--- config.mk ---
export PLATFORM = sky130hd
export DESIGN_NAME = spi_slave_stream
export DESIGN_NICKNAME = d
export VERILOG_FILES = /design/src/rtl/spi_slave_stream.sv
export SDC_FILE = /design/constraint.sdc
export NUM_CORES = 1
export LEC_CHECK = 0
export CORE_ASPECT_RATIO = 1.5
export CORE_UTILIZATION = 51
export DETAILED_ROUTE_END_ITERATION = 16
export MAX_ROUTING_LAYER = met4
export PLACE_DENSITY_LB_ADDON = 0.1
export SETUP_SLACK_MARGIN = 0.4
export SLEW_MARGIN = 20
export SYNTH_ARGS = -nofsm -noshare
export SYNTH_HDL_FRONTEND = slang
export SYNTH_SLANG_ARGS = --single-unit
--- constraint.sdc ---
create_clock -name clk -period 4.03 [get_ports clk]
set_input_delay 0.403 -clock clk [delete_from_list [all_inputs] [get_ports clk]]
set_output_delay 0.403 -clock clk [all_outputs]
set_load 0.02 [all_outputs]
--- src/rtl/spi_slave_stream.sv ---
// -----------------------------------------------------------------------------
// spi_slave_stream
//
// SPI slave for the synth control path. The SPI pins are oversampled in the
// system clock domain, deserialised into WORD_W-bit words (any SPI mode,
// MSB- or LSB-first) and buffered in a first-word-fall-through FIFO with a
// valid/ready output stream. A reply word is shifted out on MISO at the same
// time.
//
// Ports:
//   clk        system clock
//   rst        synchronous, active-high reset
//   sclk       SPI clock from the master (asynchronous)
//   csel       chip select, active low (asynchronous)
//   mosi       master-out data (asynchronous)
//   miso       slave-out data, 0 while not selected
//   tx_data    reply word, latched at frame start and at every word boundary
//   m_data     head-of-FIFO word (0 while empty)
//   m_valid    FIFO non-empty
//   m_ready    consumer accepts the head word when m_valid && m_ready
//   level      current FIFO occupancy
//   overflow   sticky: a received word was dropped because the FIFO was full
//   frame_err  one-cycle pulse: csel deasserted in the middle of a word
//   clr_flags  clears overflow
// -----------------------------------------------------------------------------
module spi_slave_stream #(
  parameter int WORD_W    = 8,
  parameter int DEPTH     = 4,
  parameter bit CPOL      = 1'b0,
  parameter bit CPHA      = 1'b0,
  parameter bit LSB_FIRST = 1'b0
) (
  input  logic                     clk,
  input  logic                     rst,
  input  logic                     sclk,
  input  logic                     csel,
  input  logic                     mosi,
  output logic                     miso,
  input  logic [WORD_W-1:0]        tx_data,
  output logic [WORD_W-1:0]        m_data,
  output logic                     m_valid,
  input  logic                     m_ready,
  output logic [$clog2(DEPTH):0]   level,
  output logic                     overflow,
  output logic                     frame_err,
  input  logic                     clr_flags
);

  localparam int AW = $clog2(DEPTH);
  localparam int CW = $clog2(WORD_W + 1);

  localparam logic [CW-1:0] BIT_LAST = CW'(WORD_W - 1);
  localparam logic [AW:0]   FIFO_FULL = (AW + 1)'(DEPTH);

  localparam logic [0:0] ST_IDLE  = 1'b0;
  localparam logic [0:0] ST_SHIFT = 1'b1;

  // ---------------------------------------------------------------------------
  // Input synchronisers
  // ---------------------------------------------------------------------------
  logic       sclk_s1, sclk_s2, sclk_s3;
  logic       csel_s1, csel_s2, csel_s3;
  logic       mosi_s1, mosi_s2;
  logic [1:0] settle;
  logic       armed;

  // NOTE: every register here is updated with <= so all of them see the
  // values from before the clock edge; with = the synchroniser chain would
  // collapse into a single flop.
  always_ff @(posedge clk) begin
    if (rst) begin
      sclk_s1 <= CPOL;
      sclk_s2 <= CPOL;
      sclk_s3 <= CPOL;
      csel_s1 <= 1'b1;
      csel_s2 <= 1'b1;
      csel_s3 <= 1'b1;
      mosi_s1 <= 1'b0;
      mosi_s2 <= 1'b0;
      settle  <= 2'b00;
      armed   <= 1'b0;
    end else begin
      sclk_s1 <= sclk;
      sclk_s2 <= sclk_s1;
      sclk_s3 <= sclk_s2;
      csel_s1 <= csel;
      csel_s2 <= csel_s1;
      csel_s3 <= csel_s2;
      mosi_s1 <= mosi;
      mosi_s2 <= mosi_s1;
      settle  <= {settle[0], 1'b1};
      // Reset preloads csel as idle-high. If the master still holds csel low
      // when reset ends, that preload would look like a fresh falling edge.
      // Only accept a frame start once the real pin has been seen high after
      // the synchroniser has flushed its reset value.
      if (settle[1] && csel_s2) armed <= 1'b1;
    end
  end

  logic sclk_edge, lead_edge, trail_edge;
  logic sample_edge, shift_edge;
  logic csel_fall, csel_rise;

  assign sclk_edge   = sclk_s2 ^ sclk_s3;
  assign lead_edge   = sclk_edge && (sclk_s3 == CPOL);
  assign trail_edge  = sclk_edge && (sclk_s3 != CPOL);
  assign sample_edge = CPHA ? trail_edge : lead_edge;
  assign shift_edge  = CPHA ? lead_edge  : trail_edge;
  assign csel_fall   = armed && csel_s3 && !csel_s2;
  assign csel_rise   = !csel_s3 && csel_s2;

  // ---------------------------------------------------------------------------
  // Frame FSM, deserialiser and reply shifter
  // ---------------------------------------------------------------------------
  logic [0:0]        state;
  logic [CW-1:0]     bit_cnt;
  logic [WORD_W-1:0] rx_shift;
  logic [WORD_W-1:0] rx_next;
  logic [WORD_W-1:0] tx_shift;
  logic [WORD_W-1:0] tx_adv;
  logic              tx_first;
  logic              skip_shift;
  logic              push_req;
  logic [WORD_W-1:0] push_data;

  generate
    if (LSB_FIRST) begin : g_lsb
      assign rx_next  = {mosi_s2, rx_shift[WORD_W-1:1]};
      assign tx_adv   = {1'b0, tx_shift[WORD_W-1:1]};
      assign tx_first = tx_shift[0];
    end else begin : g_msb
      assign rx_next  = {rx_shift[WORD_W-2:0], mosi_s2};
      assign tx_adv   = {tx_shift[WORD_W-2:0], 1'b0};
      assign tx_first = tx_shift[WORD_W-1];
    end
  endgenerate

  assign miso = (state == ST_SHIFT) ? tx_first : 1'b0;

  // skip_shift suppresses one shift edge after the reply register is loaded,
  // so the freshly loaded first bit is presented rather than shifted away:
  // at frame start for CPHA=1 (first leading edge only presents the bit) and
  // after every word boundary in both phases (the reload already lines up the
  // next word's first bit).
  always_ff @(posedge clk) begin
    if (rst) begin
      state      <= ST_IDLE;
      bit_cnt    <= '0;
      rx_shift   <= '0;
      tx_shift   <= '0;
      skip_shift <= 1'b0;
      push_req   <= 1'b0;
      push_data  <= '0;
      frame_err  <= 1'b0;
    end else begin
      push_req  <= 1'b0;
      frame_err <= 1'b0;
      case (state)
        ST_IDLE: begin
          if (csel_fall) begin
            state      <= ST_SHIFT;
            bit_cnt    <= '0;
            tx_shift   <= tx_data;
            skip_shift <= CPHA;
          end
        end
        ST_SHIFT: begin
          if (csel_rise) begin
            state   <= ST_IDLE;
            bit_cnt <= '0;
            if (bit_cnt != '0) frame_err <= 1'b1;
          end else if (sample_edge) begin
            rx_shift <= rx_next;
            if (bit_cnt == BIT_LAST) begin
              bit_cnt    <= '0;
              push_req   <= 1'b1;
              push_data  <= rx_next;
              tx_shift   <= tx_data;
              skip_shift <= 1'b1;
            end else begin
              bit_cnt <= bit_cnt + CW'(1);
            end
          end else if (shift_edge) begin
            if (skip_shift) skip_shift <= 1'b0;
            else            tx_shift   <= tx_adv;
          end
        end
        default: state <= ST_IDLE;
      endcase
    end
  end

  // ---------------------------------------------------------------------------
  // Receive FIFO (first-word-fall-through)
  // ---------------------------------------------------------------------------
  logic [WORD_W-1:0] mem [DEPTH];
  logic [AW-1:0]     wr_ptr, rd_ptr;
  logic [AW:0]       count;
  logic              full, pop, wr_en, drop;

  assign full    = (count == FIFO_FULL);
  assign m_valid = (count != '0);
  assign pop     = m_valid && m_ready;
  // A pop in the same cycle frees the slot, so a full FIFO still accepts.
  assign wr_en   = push_req && (!full || pop);
  assign drop    = push_req && full && !pop;
  assign level   = count;
  assign m_data  = m_valid ? mem[rd_ptr] : '0;

  // NOTE: the storage array has no reset; m_data is masked while empty and
  // occupancy lives in the reset pointers, so clearing the array buys nothing.
  always_ff @(posedge clk) begin
    if (wr_en) mem[wr_ptr] <= push_data;
  end

  always_ff @(posedge clk) begin
    if (rst) begin
      wr_ptr   <= '0;
      rd_ptr   <= '0;
      count    <= '0;
      overflow <= 1'b0;
    end else begin
      // Pointers are AW bits wide, so they wrap modulo DEPTH on their own.
      if (wr_en) wr_ptr <= wr_ptr + AW'(1);
      if (pop)   rd_ptr <= rd_ptr + AW'(1);
      case ({wr_en, pop})
        2'b10:   count <= count + (AW + 1)'(1);
        2'b01:   count <= count - (AW + 1)'(1);
        default: count <= count;
      endcase
      // A new drop wins over a simultaneous clear.
      if (drop)           overflow <= 1'b1;
      else if (clr_flags) overflow <= 1'b0;
    end
  end

endmodule

==> results of run 1 <==
through the flow:
stage / setup slack (ns) / total power, W / instances / hold WS, ns
after detailed placement: 1.304 / 0.0009452 / 384 / 0.3988
after CTS: 1.289 / 0.001468 / 400 / 0.4308
after global placement: 1.382 / 0.0009450 / 384 / 0.3958
after floorplan: 1.819 / 0.0009249 / 287 / 0.3895
final: 1.344 / 0.001456 / 400 / 0.4178
after global routing: 1.193 / 0.001507 / 400 / 0.4272
cells by family after synthesis:
family,synth area share
flops,0.5928
buf+inv,0.03075
xor+xnor,0.01556
simple gates,0.1615
fa+ha+maj,0.03186
compound gates,0.08744
mux,0.08003
registers in the layout, summed over array words and instances (netlist names), named ones only:
name and flops:
rx_shift 7, push_data 8, bit_cnt 4, frame_err 1
sclk_s3 1, level 3, sclk_s2 1, mosi_s2 1
mem 32, skip_shift 1, csel_s1 1, settle 2
tx_shift 8, csel_s2 1, rd_ptr 2, push_req 1
state 1, overflow 1, sclk_s1 1, armed 1
csel_s3 1, mosi_s1 1, wr_ptr 2
worst paths after layout:
kind	from	to	slack (ns)	depth (start not counted)
setup / recovery	register	m_data[0]	1.34	3
hold / removal	csel_s1$_SDFF_PP1_	csel_s2$_SDFF_PP1_	0.42	1
setup reg to reg	level[0]$_SDFFE_PP0P_	level[2]$_SDFFE_PP0P_	1.60	8
hold reg to reg	csel_s1$_SDFF_PP1_	csel_s2$_SDFF_PP1_	0.42	1
layer usage:
layer  up-vias  track usage
li1       1085            -
met3        10      0.03941
met4         0      0.08333
met5         -            -
met1      1036       0.1919
met2        34       0.3198
cell usage in the layout, fill, tap and decap left out, types with 4 or more instances in the layout:
cell type / synthesis / final
a21oi_1: 15 / 15
o31a_1: 4 / 4
or2_2: 5 / 5
ha_1: 7 / 7
mux2i_1: 9 / 9
and2_1: 12 / 12
xor2_1: 4 / 4
or3_1: 8 / 8
nand2_1: 18 / 18
edfxtp_1: 32 / 32
mux4_2: 8 / 8
nor2b_1: 8 / 8
clkdlybuf4s50_1: 0 / 29
inv_1: 16 / 16
dfxtp_1: 52 / 52
a221oi_1: 8 / 8
nor2_1: 25 / 25
nand3_1: 8 / 8
clkbuf_8: 0 / 9
o21ai_0: 9 / 9
layout make-up:
class                           count  area [um^2]  area share
Clock inverter                      6        48.80     0.01247
Inverter                           17        63.81     0.01630
Clock buffer                       10        127.6     0.03261
Multi-Input combinational cell    176         1271      0.3248
Timing Repair Buffer               31        305.3     0.07801
Sequential cell                    84         2002      0.5115
Tap cell                           76        95.09     0.02430
report_power, final:
part | leakage, nW | switching (W) | internal, W | total, W
Combinational | 0.500 | 0.0000195 | 0.0000219 | 0.0000414
Clock | 0.0795 | 0.000301 | 0.000229 | 0.000530
Sequential | 0.718 | 0.00000352 | 0.000880 | 0.000884
==> summary.md, run 1 <==
| Metric | Value |
|---|---|
| WS Path Type | `reg2out` |
| Max Root-Sink Buffers | `2` |
| Post-synthesis register bit count | `between 80 and 90` |
| Worst Setup Start Kind | `register` |
| Met2 routed WL | `3.016 mm` |
| Setup TNS | `0 ns` |
| Layout cells sized above 1 | `0.1111` |
| Top layer in use | `met4` |
| Synth area leaders | `dfxtp_1 31%, edfxtp_1 28%, mux4_2 5.3%, nor2_1 2.8%, mux2i_1 2.7%` |
| Minimum clock period | `2.686 ns` |
| Synth top area share | `0.3083` |
| Area Overhead vs Synth | `15.89%` |
| Min-delay worst type | `reg2reg` |
| Via density per instance | `5.413` |
| Total global-route track usage | `0.1839` |
| Largest net degree at the start of global routing | `24` |
| Worst slew margin | `0.4765` |
| Number of antenna-violating nets in the routed design | `0` |
| Power Density | `between 300 and 400 mW/mm^2` |
| Crit-path cells | `mux4_2, and2_1, clkdlybuf4s50_1` |
| Core Util, Final | `0.6076` |
| Worst-margin pin slew | `approximately 0.78 ns` |
| Status | `completed` |
| Clock sinks | `between 80 and 90` |
| CTS tree | `yes` |
| Initial antenna violation count | `0` |
| Hold buffer count at cts | `0` |
| Number of distinct library cells after synthesis | `41` |
| WL met3 | `149 um` |
| Routed len/inst | `13.99 um` |
| Setup crit end kind | `primary output` |
| First-pass GRT wire length | `~9.0 mm` |
| Synthesized area per cell | `between 10 and 15 um^2` |
| Met1 Wirelength | `2.323 mm` |
| MaxCap Viol Count | `0` |
| Required time worst endpoint | `3.63 ns` |
| Hold Violations, Final | `0` |
| Main flop type after synthesis | `dfxtp_1` |
| H-tree depth | `3` |
| Post-synth top area cell | `dfxtp_1` |
| DRT iter0 DRCs | `76` |
| DRT Pass-1 Iters | `4` |
| Synth async-reset ratio | `0` |
| Fmax | `372.3 MHz` |
| Dpl hpwl | `slightly above 4 mm` |
| # setup viols final | `0` |
| Post-synthesis sequential area ratio | `0.5928` |
| Lkg Pwr | `roughly 1.3 nW` |
| Die H | `~100 um` |
| IO Port Bufs | `29` |
| # IOs | `30` |
| CP peak stage delay | `around 0.66 ns` |
| Clock skew | `0.008880 ns` |
| Cell Area, Synth | `0.003377 mm^2` |
| Root buf cell | `clkbuf_8` |
| Crit-path slowest cell | `dfxtp_1` |
| Final wirelength | `5.595 mm` |
| Final Wtd Congestion | `0.8026` |
| CTS Buf Count | `9` |
| Number of buffers and inverters on the critical path | `1` |
| Maximum VDD drop | `0.2374 mV` |
| Resize count post-CTS | `0` |
| Critical Path AT | `roughly 2.3 ns` |
| Count leader, synth | `dfxtp_1` |
| Via count | `about 2200` |
| Cell family with most CP delay | `flip-flops` |
| Commonest cells post-synth | `52 x dfxtp_1, 32 x edfxtp_1, 25 x nor2_1` |
| Total Die Area | `0.006958 mm^2` |
| Nets | `around 340` |
| Core Region | `0.006441 mm^2` |
| Pins Over Slew Limit | `0` |
| Placement Cell Area | `approximately 0.0037 mm^2` |
| Initial Util | `0.5243` |
| Clock-pin slew on the worst setup and hold paths | `around 0.090 ns` |
| Fillers | `about 540` |
| ANT cells | `0` |
| Final Cycle Share | `0.6665` |
| # rows | `36` |
| Die W | `68.44 um` |
| Vias in the first global route | `1923` |
| Mapped Nets | `between 300 and 400` |
| Grt total ovfl | `0` |
| Post-synth EDFFs | `32` |
| Yosys warns | `0` |
| Setup bufs post-CTS | `0` |
| RSZ-0062 raised after global routing | `no` |
| Clock latency on the worst-skew pair | `~0.35 ns` |
| Mapped Cells | `~290` |
| Remaining DRCs | `0` |
| Design Area, Final | `around 0.0039 mm^2` |
| CP max FO | `8` |
Power figures use the tool's default switching activity.
==> run 2: changes to the inputs <==
==> constraint.sdc (replaced) <==
create_clock -name clk -period 2.75 [get_ports clk]
set_input_delay 0.275 -clock clk [delete_from_list [all_inputs] [get_ports clk]]
set_output_delay 0.275 -clock clk [all_outputs]
set_load 0.02 [all_outputs]
==> run 2 against run 1 <==
First-iteration DRC count grew to 2.5 times the previous value. Critical path type unchanged. Cell area is 2.5% higher. Sequential share of layout area is 1.1 points lower. Via count is 1.5% higher. Worst setup slack worse by 0.85 ns.
==> summary.md, run 2 (synthesis gave the netlist of run 1 again) <==
| Metric | Value |
|---|---|
| Remaining DRCs | `0 (unchanged)` |
| Grt total ovfl | `0 (unchanged)` |
| Reg2Reg Depth | `8 (unchanged)` |
| CP peak stage delay | `0.52 ns (-0.14 ns)` |
| # IOs | `30 (unchanged)` |
| Core Region | `0.006441 mm^2 (unchanged)` |
| Final Cycle Share | `0.8189` |
| Cell family with most CP delay | `buffers and inverters` |
| MaxCap Viol Count | `0 (unchanged)` |
| Required time worst endpoint | `2.48 ns (-1.15 ns)` |
| Place WS | `0.4163 ns (-0.8876 ns)` |
| Final Worst Setup Slack | `0.4979 ns (-0.8462 ns)` |
| Commonest non-fill, non-tap cell in the layout | `dfxtp_1` |
| ANT cells | `0 (unchanged)` |
| Die W | `68.44 um (unchanged)` |
| Maximum VDD drop | `0.3375 mV (+42%)` |
| Top Registers | `mem: 32 flops, push_data: 8 flops, tx_shift: 8 flops` |
| Final Wtd Congestion | `0.8045 (+0.24%)` |
| DRT iter0 DRCs | `191 (+150%)` |
| First-pass GRT wire length | `9.397 mm (+4.4%)` |
| Hold Violations, Final | `0 (unchanged)` |
| Layout cells sized above 1 | `0.1329 (+0.02182)` |
| Fmax | `444.0 MHz` |
| Area Overhead vs Synth | `18.75%` |
| Power Density | `557.2 mW/mm^2 (+50%)` |
| Leading cell types in the layout, fill and taps excluded | `51 x dfxtp_1, 32 x edfxtp_1, 25 x nor2_1` |
| Root buf cell | `clkbuf_8` |
| Clock latency on the worst-skew pair | `0.35 ns (about the same)` |
| RSZ-0062 raised after global routing | `no` |
| Nets | `349 (+2.0%)` |
| Die H | `101.7 um (unchanged)` |
| Hold buffer count at cts | `0 (unchanged)` |
| Total Die Area | `0.006958 mm^2 (unchanged)` |
| Worst slew margin | `0.6119 (+0.1354)` |
| WS Path Type | `reg2out` |
| Pins Over Slew Limit | `0 (unchanged)` |
| Initial Util | `0.5243 (unchanged)` |
| Max reg flops | `32 (unchanged)` |
| Setup TNS | `0 ns (unchanged)` |
| Total global-route track usage | `0.1898 (+0.005823)` |
| CTS Buf Count | `9 (unchanged)` |
| Worst-margin pin slew | `0.5800 ns (-0.2027 ns)` |
| Via count | `2197 (+1.5%)` |
| CTS tree | `yes` |
| Crit-path slowest cell | `clkdlybuf4s50_1` |
| Critical Path AT | `1.98 ns (-0.30 ns)` |
| Final cell count without fillers | `407 (+1.8%)` |
| Smallest hold slack | `0.4207 ns (+0.002827 ns)` |
| Largest reg by FF count | `mem` |
| DRT Pass-1 Iters | `4 (unchanged)` |
| IO Port Bufs | `29 (unchanged)` |
| Worst hold stages | `1 (unchanged)` |
| Initial antenna violation count | `0 (unchanged)` |
| Largest net degree at the start of global routing | `29 (+21%)` |
| Placed cells | `386 (+0.52%)` |
| Status | `completed` |
| Final wirelength | `5.719 mm (+2.2%)` |
| Lkg Pwr | `1.481 nW (+14%)` |
| Worst Setup Start Kind | `register` |
| Setup crit end kind | `primary output` |
| # rows | `36 (unchanged)` |
| H-tree depth | `3 (unchanged)` |
| Max Root-Sink Buffers | `2 (unchanged)` |
| Minimum clock period | `between 2 and 2.5 ns` |
| Routed len/inst | `14.05 um (+0.46%)` |
| Clock-pin slew on the worst setup and hold paths | `0.09 ns (about the same)` |
| Via density per instance | `5.398 (-0.27%)` |
| Crit-path cells | `or3_1, buf_4, and2_1, clkdlybuf4s50_1` |
| Min-delay worst type | `reg2reg` |
| CP max FO | `10 (+2)` |
| Dpl hpwl | `4.011 mm (-0.28%)` |
| CP Depth | `4 (+1)` |
| Number of buffers and inverters on the critical path | `2 (+1)` |
| Core Util, Final | `0.6226 (+0.01496)` |
| Clock sinks | `84 (unchanged)` |
| Vias in the first global route | `2021 (+5.1%)` |
| # setup viols final | `0 (unchanged)` |
| Clock skew | `0.007339 ns (-0.001541 ns)` |
| Number of antenna-violating nets in the routed design | `0 (unchanged)` |
==> run 2: changes by cell type in the layout (fill, tap and decap cells not counted) <==
cell             previous run  this run
dlymetal6s2s_1              0         7
clkinvlp_4                  3         2
clkdlybuf4s50_1            29        22
dfxtp_1                    52        51
dfxtp_4                     0         1
buf_4                       2         9
bufinv_16                   0         1
==> run 2: metal layers <==
metal | share of wire | GRT usage | wire length [um]
met5 | 0 | - | 0
met4 | 0.010 | 0.07692 | 57
met3 | 0.031 | 0.04730 | 176
met2 | 0.54 | 0.3190 | 3067
met1 | 0.42 | 0.2083 | 2418
==> run 2: per-stage QoR <==
stage                     area (um^2)  power [W]
after global routing             4010   0.002309
final                            4010   0.002235
after global placement           3752   0.001386
after floorplan                  3377   0.001355
after CTS                        3955   0.002249
after detailed placement         3752   0.001386
==> run 2: timing repair <==
item / in CTS / in global routing
buffers inserted: 0 / 5
endpoints found under the setup margin: 8 / 8
gates resized for setup: 2 / 7
==> run 2: area by class of cell <==
class	count	area, um^2
fillers	541	2431
flip-flops and latches	84	2006
multi-input cells	176	1271
repair buffers	38	375.4
clock buffers	10	127.6
well taps	76	95.09
clock inverters	6	71.32
inverters	17	63.81
==> run 2: power by group <==
part	internal [W]	switching [W]
registers	0.00129	0.00000517
logic	0.0000329	0.0000287
clock network	0.000428	0.000451
total	0.00175	0.000485
==> run 2: final timing paths <==
path / slack (ns) / start / end
hold / removal: 0.42 / csel_s1$_SDFF_PP1_ / csel_s2$_SDFF_PP1_
setup / recovery: 0.50 / level[0]$_SDFFE_PP0P_ / m_data[3]
hold reg to reg: 0.42 / csel_s1$_SDFF_PP1_ / csel_s2$_SDFF_PP1_
setup reg to reg: 0.58 / level[0]$_SDFFE_PP0P_ / level[2]$_SDFFE_PP0P_
==> run 3: changes to the inputs <==
==> constraint.sdc (replaced) <==
create_clock -name clk -period 2 [get_ports clk]
set_input_delay 0.2 -clock clk [delete_from_list [all_inputs] [get_ports clk]]
set_output_delay 0.2 -clock clk [all_outputs]
set_load 0.02 [all_outputs]
==> run 3 against run 2 <==
Sequential cell count unchanged. Non-clock buffer count up 23. Power up 37%. First-iteration DRC count down 32%. Hold slack worse by 0.042 ns. Global-route usage up 1.7 points. Clock power up 35%. Sequential share of layout area down 4.5 points. Via count up 6.3%.
==> summary.md, run 3 (synthesis gave the netlist of run 1 again) <==
| Metric | Value |
|---|---|
| Critical Path AT | `1.68 ns (-0.30 ns)` |
| Nets | `372 (+6.6%)` |
| Clock-pin slew on the worst setup and hold paths | `0.09 ns (about the same)` |
| Clock latency on the worst-skew pair | `0.37 ns (+0.02 ns)` |
| Hold buffer count at cts | `0 (unchanged)` |
| Initial antenna violation count | `0 (unchanged)` |
| Cell family with most CP delay | `simple AND/OR/NAND/NOR gates` |
| ANT cells | `0 (unchanged)` |
| Status | `completed` |
| Clock skew | `0.005719 ns (-0.001620 ns)` |
| Maximum VDD drop | `0.4698 mV (+39%)` |
| Final Cycle Share | `0.9406` |
| Remaining DRCs | `0 (unchanged)` |
| Max reg flops | `32 (unchanged)` |
| Smallest hold slack | `0.3788 ns (-0.04183 ns)` |
| Hold Violations, Final | `0 (unchanged)` |
| # IOs | `30 (unchanged)` |
| Routed len/inst | `14.65 um (+4.3%)` |
| Power Density | `686.3 mW/mm^2 (+23%)` |
| Sw Ratio | `0.2436 (+0.02665)` |
| Via density per instance | `5.433 (+0.64%)` |
| Seq pwr share | `0.580 (about the same)` |
| CP peak stage delay | `0.38 ns (-0.14 ns)` |
| Crit-path cells | `or3_4, buf_4, buf_8, and2_1, buf_4` |
| Initial Util | `0.5243 (unchanged)` |
| Placement Cell Area | `0.003929 mm^2 (+4.7%)` |
| Combinational Power Share | `0.033 (+0.005)` |
| Vias in the first global route | `2234 (+11%)` |
| # rows | `36 (unchanged)` |
| Design Area, Final | `0.004463 mm^2 (+11%)` |
| Area Overhead vs Synth | `32.16%` |
| IO Port Bufs | `29 (unchanged)` |
| CTS Buf Count | `9 (unchanged)` |
| Core Util, Final | `0.6929 (+0.07032)` |
| Pins Over Slew Limit | `0 (unchanged)` |
| Core Region | `0.006441 mm^2 (unchanged)` |
| Lkg Pwr | `1.609 nW (+8.6%)` |
| Total Die Area | `0.006958 mm^2 (unchanged)` |
| Grt total ovfl | `0 (unchanged)` |
| Register area | `0.002029 mm^2 (+1.2%)` |
| Commonest non-fill, non-tap cell in the layout | `dfxtp_1` |
| Total power | `0.003063 W (+37%)` |
| Multi-input gate area | `0.001428 mm^2 (+12%)` |
| Die H | `101.7 um (unchanged)` |
| H-tree depth | `3 (unchanged)` |
| Largest reg by FF count | `mem` |
| Via count | `2336 (+6.3%)` |
| Number of antenna-violating nets in the routed design | `0 (unchanged)` |
| MaxCap Viol Count | `0 (unchanged)` |
| Clk pwr share | `0.387 (-0.006)` |
| Required time worst endpoint | `1.80 ns (-0.68 ns)` |
| CTS tree | `yes` |
| Fmax | `between 500 and 600 MHz` |
| Largest net degree at the start of global routing | `29 (unchanged)` |
| Switching power | `0.0007462 W (+54%)` |
| Max Root-Sink Buffers | `2 (unchanged)` |
| First-pass GRT wire length | `10.07 mm (+7.2%)` |
| Clock sinks | `84 (unchanged)` |
| Pint | `0.002317 W (+32%)` |
| WS Path Type | `reg2out` |
| Worst slew margin | `0.6705 (+0.05860)` |
| Fillers | `488 (-9.8%)` |
| # setup viols final | `0 (unchanged)` |
| Die W | `68.44 um (unchanged)` |
| Most Frequent Cell on Critical Path | `buf_4` |
| Leading cell types in the layout, fill and taps excluded | `42 x dfxtp_1, 32 x edfxtp_1, 24 x nor2_1, 24 x buf_4` |
| RSZ-0062 raised after global routing | `yes` |
| Dpl hpwl | `4.170 mm (+4.0%)` |
| CP max FO | `5 (-5)` |
| Total global-route track usage | `0.2064 (+0.01660)` |
| Setup crit end kind | `primary output` |
| Layout cells sized above 1 | `0.3305 (+0.1976)` |
| Final Wtd Congestion | `0.8338 (+3.6%)` |
| Number of buffers and inverters on the critical path | `3 (+1)` |
| Minimum clock period | `1.881 ns` |
| Crit-path slowest cell | `or3_4` |
| Final wirelength | `6.299 mm (+10%)` |
| Worst Setup Start Kind | `register` |
| Worst-margin pin slew | `0.4924 ns (-0.08758 ns)` |
| DRT iter0 DRCs | `130 (-32%)` |
| DRT Pass-1 Iters | `4 (unchanged)` |
| Top Registers | `mem: 32 flops, push_data: 8 flops, tx_shift: 8 flops` |
| Min-delay worst type | `in2reg` |
| Root buf cell | `clkbuf_8` |
-- run 3: cell types whose count changed in the layout (fill, tap and decap cells not counted), moves of 5 or more --
cell	change
a221oi_1	-7
clkdlybuf4s50_1	-6
dfxtp_4	+5
buf_12	+5
dfxtp_1	-9
and2_1	-11
buf_6	+10
and2_4	+11
a221oi_2	+7
buf_4	+15
-- run 3: final timing paths --
kind	startpoint	to	slack, ns	cells after the start
worst min register to register	csel_s1$_SDFF_PP1_	csel_s2$_SDFF_PP1_	0.43	1
worst max register to register	level[1]$_SDFFE_PP0P_	level[2]$_SDFFE_PP0P_	0.13	8
worst max-delay path	level[0]$_SDFFE_PP0P_	m_data[1]	0.12	5
worst min-delay path	sclk	sclk_s1$_SDFF_PP0_	0.38	2
-- run 3: worst register-to-register path: cells and delay by family, from the launching register on --
family          cells  cell delay [ns]
compound gates      2             0.35
fa+ha+maj           1             0.41
simple gates        5             0.66
flops               1             0.36
-- run 3: timing repair --
item | in CTS | in global routing
pin swaps | 28 | 10
hold endpoints to repair | 0 | 0
gates resized for setup | 88 | 19
cloned | 1 | 0
setup buffers | 10 | 4
setup endpoints to repair | 61 | 63
-- run 3: through the flow --
| step | setup slack, ns | cells | setup TNS [ns] |
|---|---|---|---|
| floorplan | 0.1098 | 287 | 0 |
| global placement | -0.07650 | 399 | -0.07650 |
| detailed placement | -0.1516 | 399 | -0.1675 |
| CTS | 0.08693 | 426 | 0 |
| global route | 0.009525 | 430 | 0 |
| finish | 0.1188 | 430 | 0 |
-- run 3: power by group through the flow --
stage	sequential, W	clock, W	combinational (W)
5_1_grt	0.00178	0.00127	0.000111
3_3_place_gp	0.00182	0	0.0000886
2_1_floorplan	0.00181	0	0.0000451
3_5_place_dp	0.00182	0	0.0000893
4_1_cts	0.00178	0.00121	0.0000977
6_report	0.00178	0.00119	0.000101
-- run 3: per-layer routing --
| layer | up-vias | GRT usage | share of wire |
|---|---|---|---|
| met5 | - | - | 0 |
| met4 | 0 | 0.1170 | 0.023 |
| met3 | 11 | 0.03829 | 0.032 |
| met2 | 50 | 0.3567 | 0.55 |
| met1 | 1129 | 0.2104 | 0.39 |
| li1 | 1146 | - | - |
-- run 3: area by class of cell --
type / instances / share of cell area
clock inverters: 7 / 0.01822
inverters: 17 / 0.01430
repair buffers: 61 / 0.1438
flip-flops and latches: 84 / 0.4547
clock buffers: 9 / 0.02775
multi-input cells: 176 / 0.3199
well taps: 76 / 0.02131
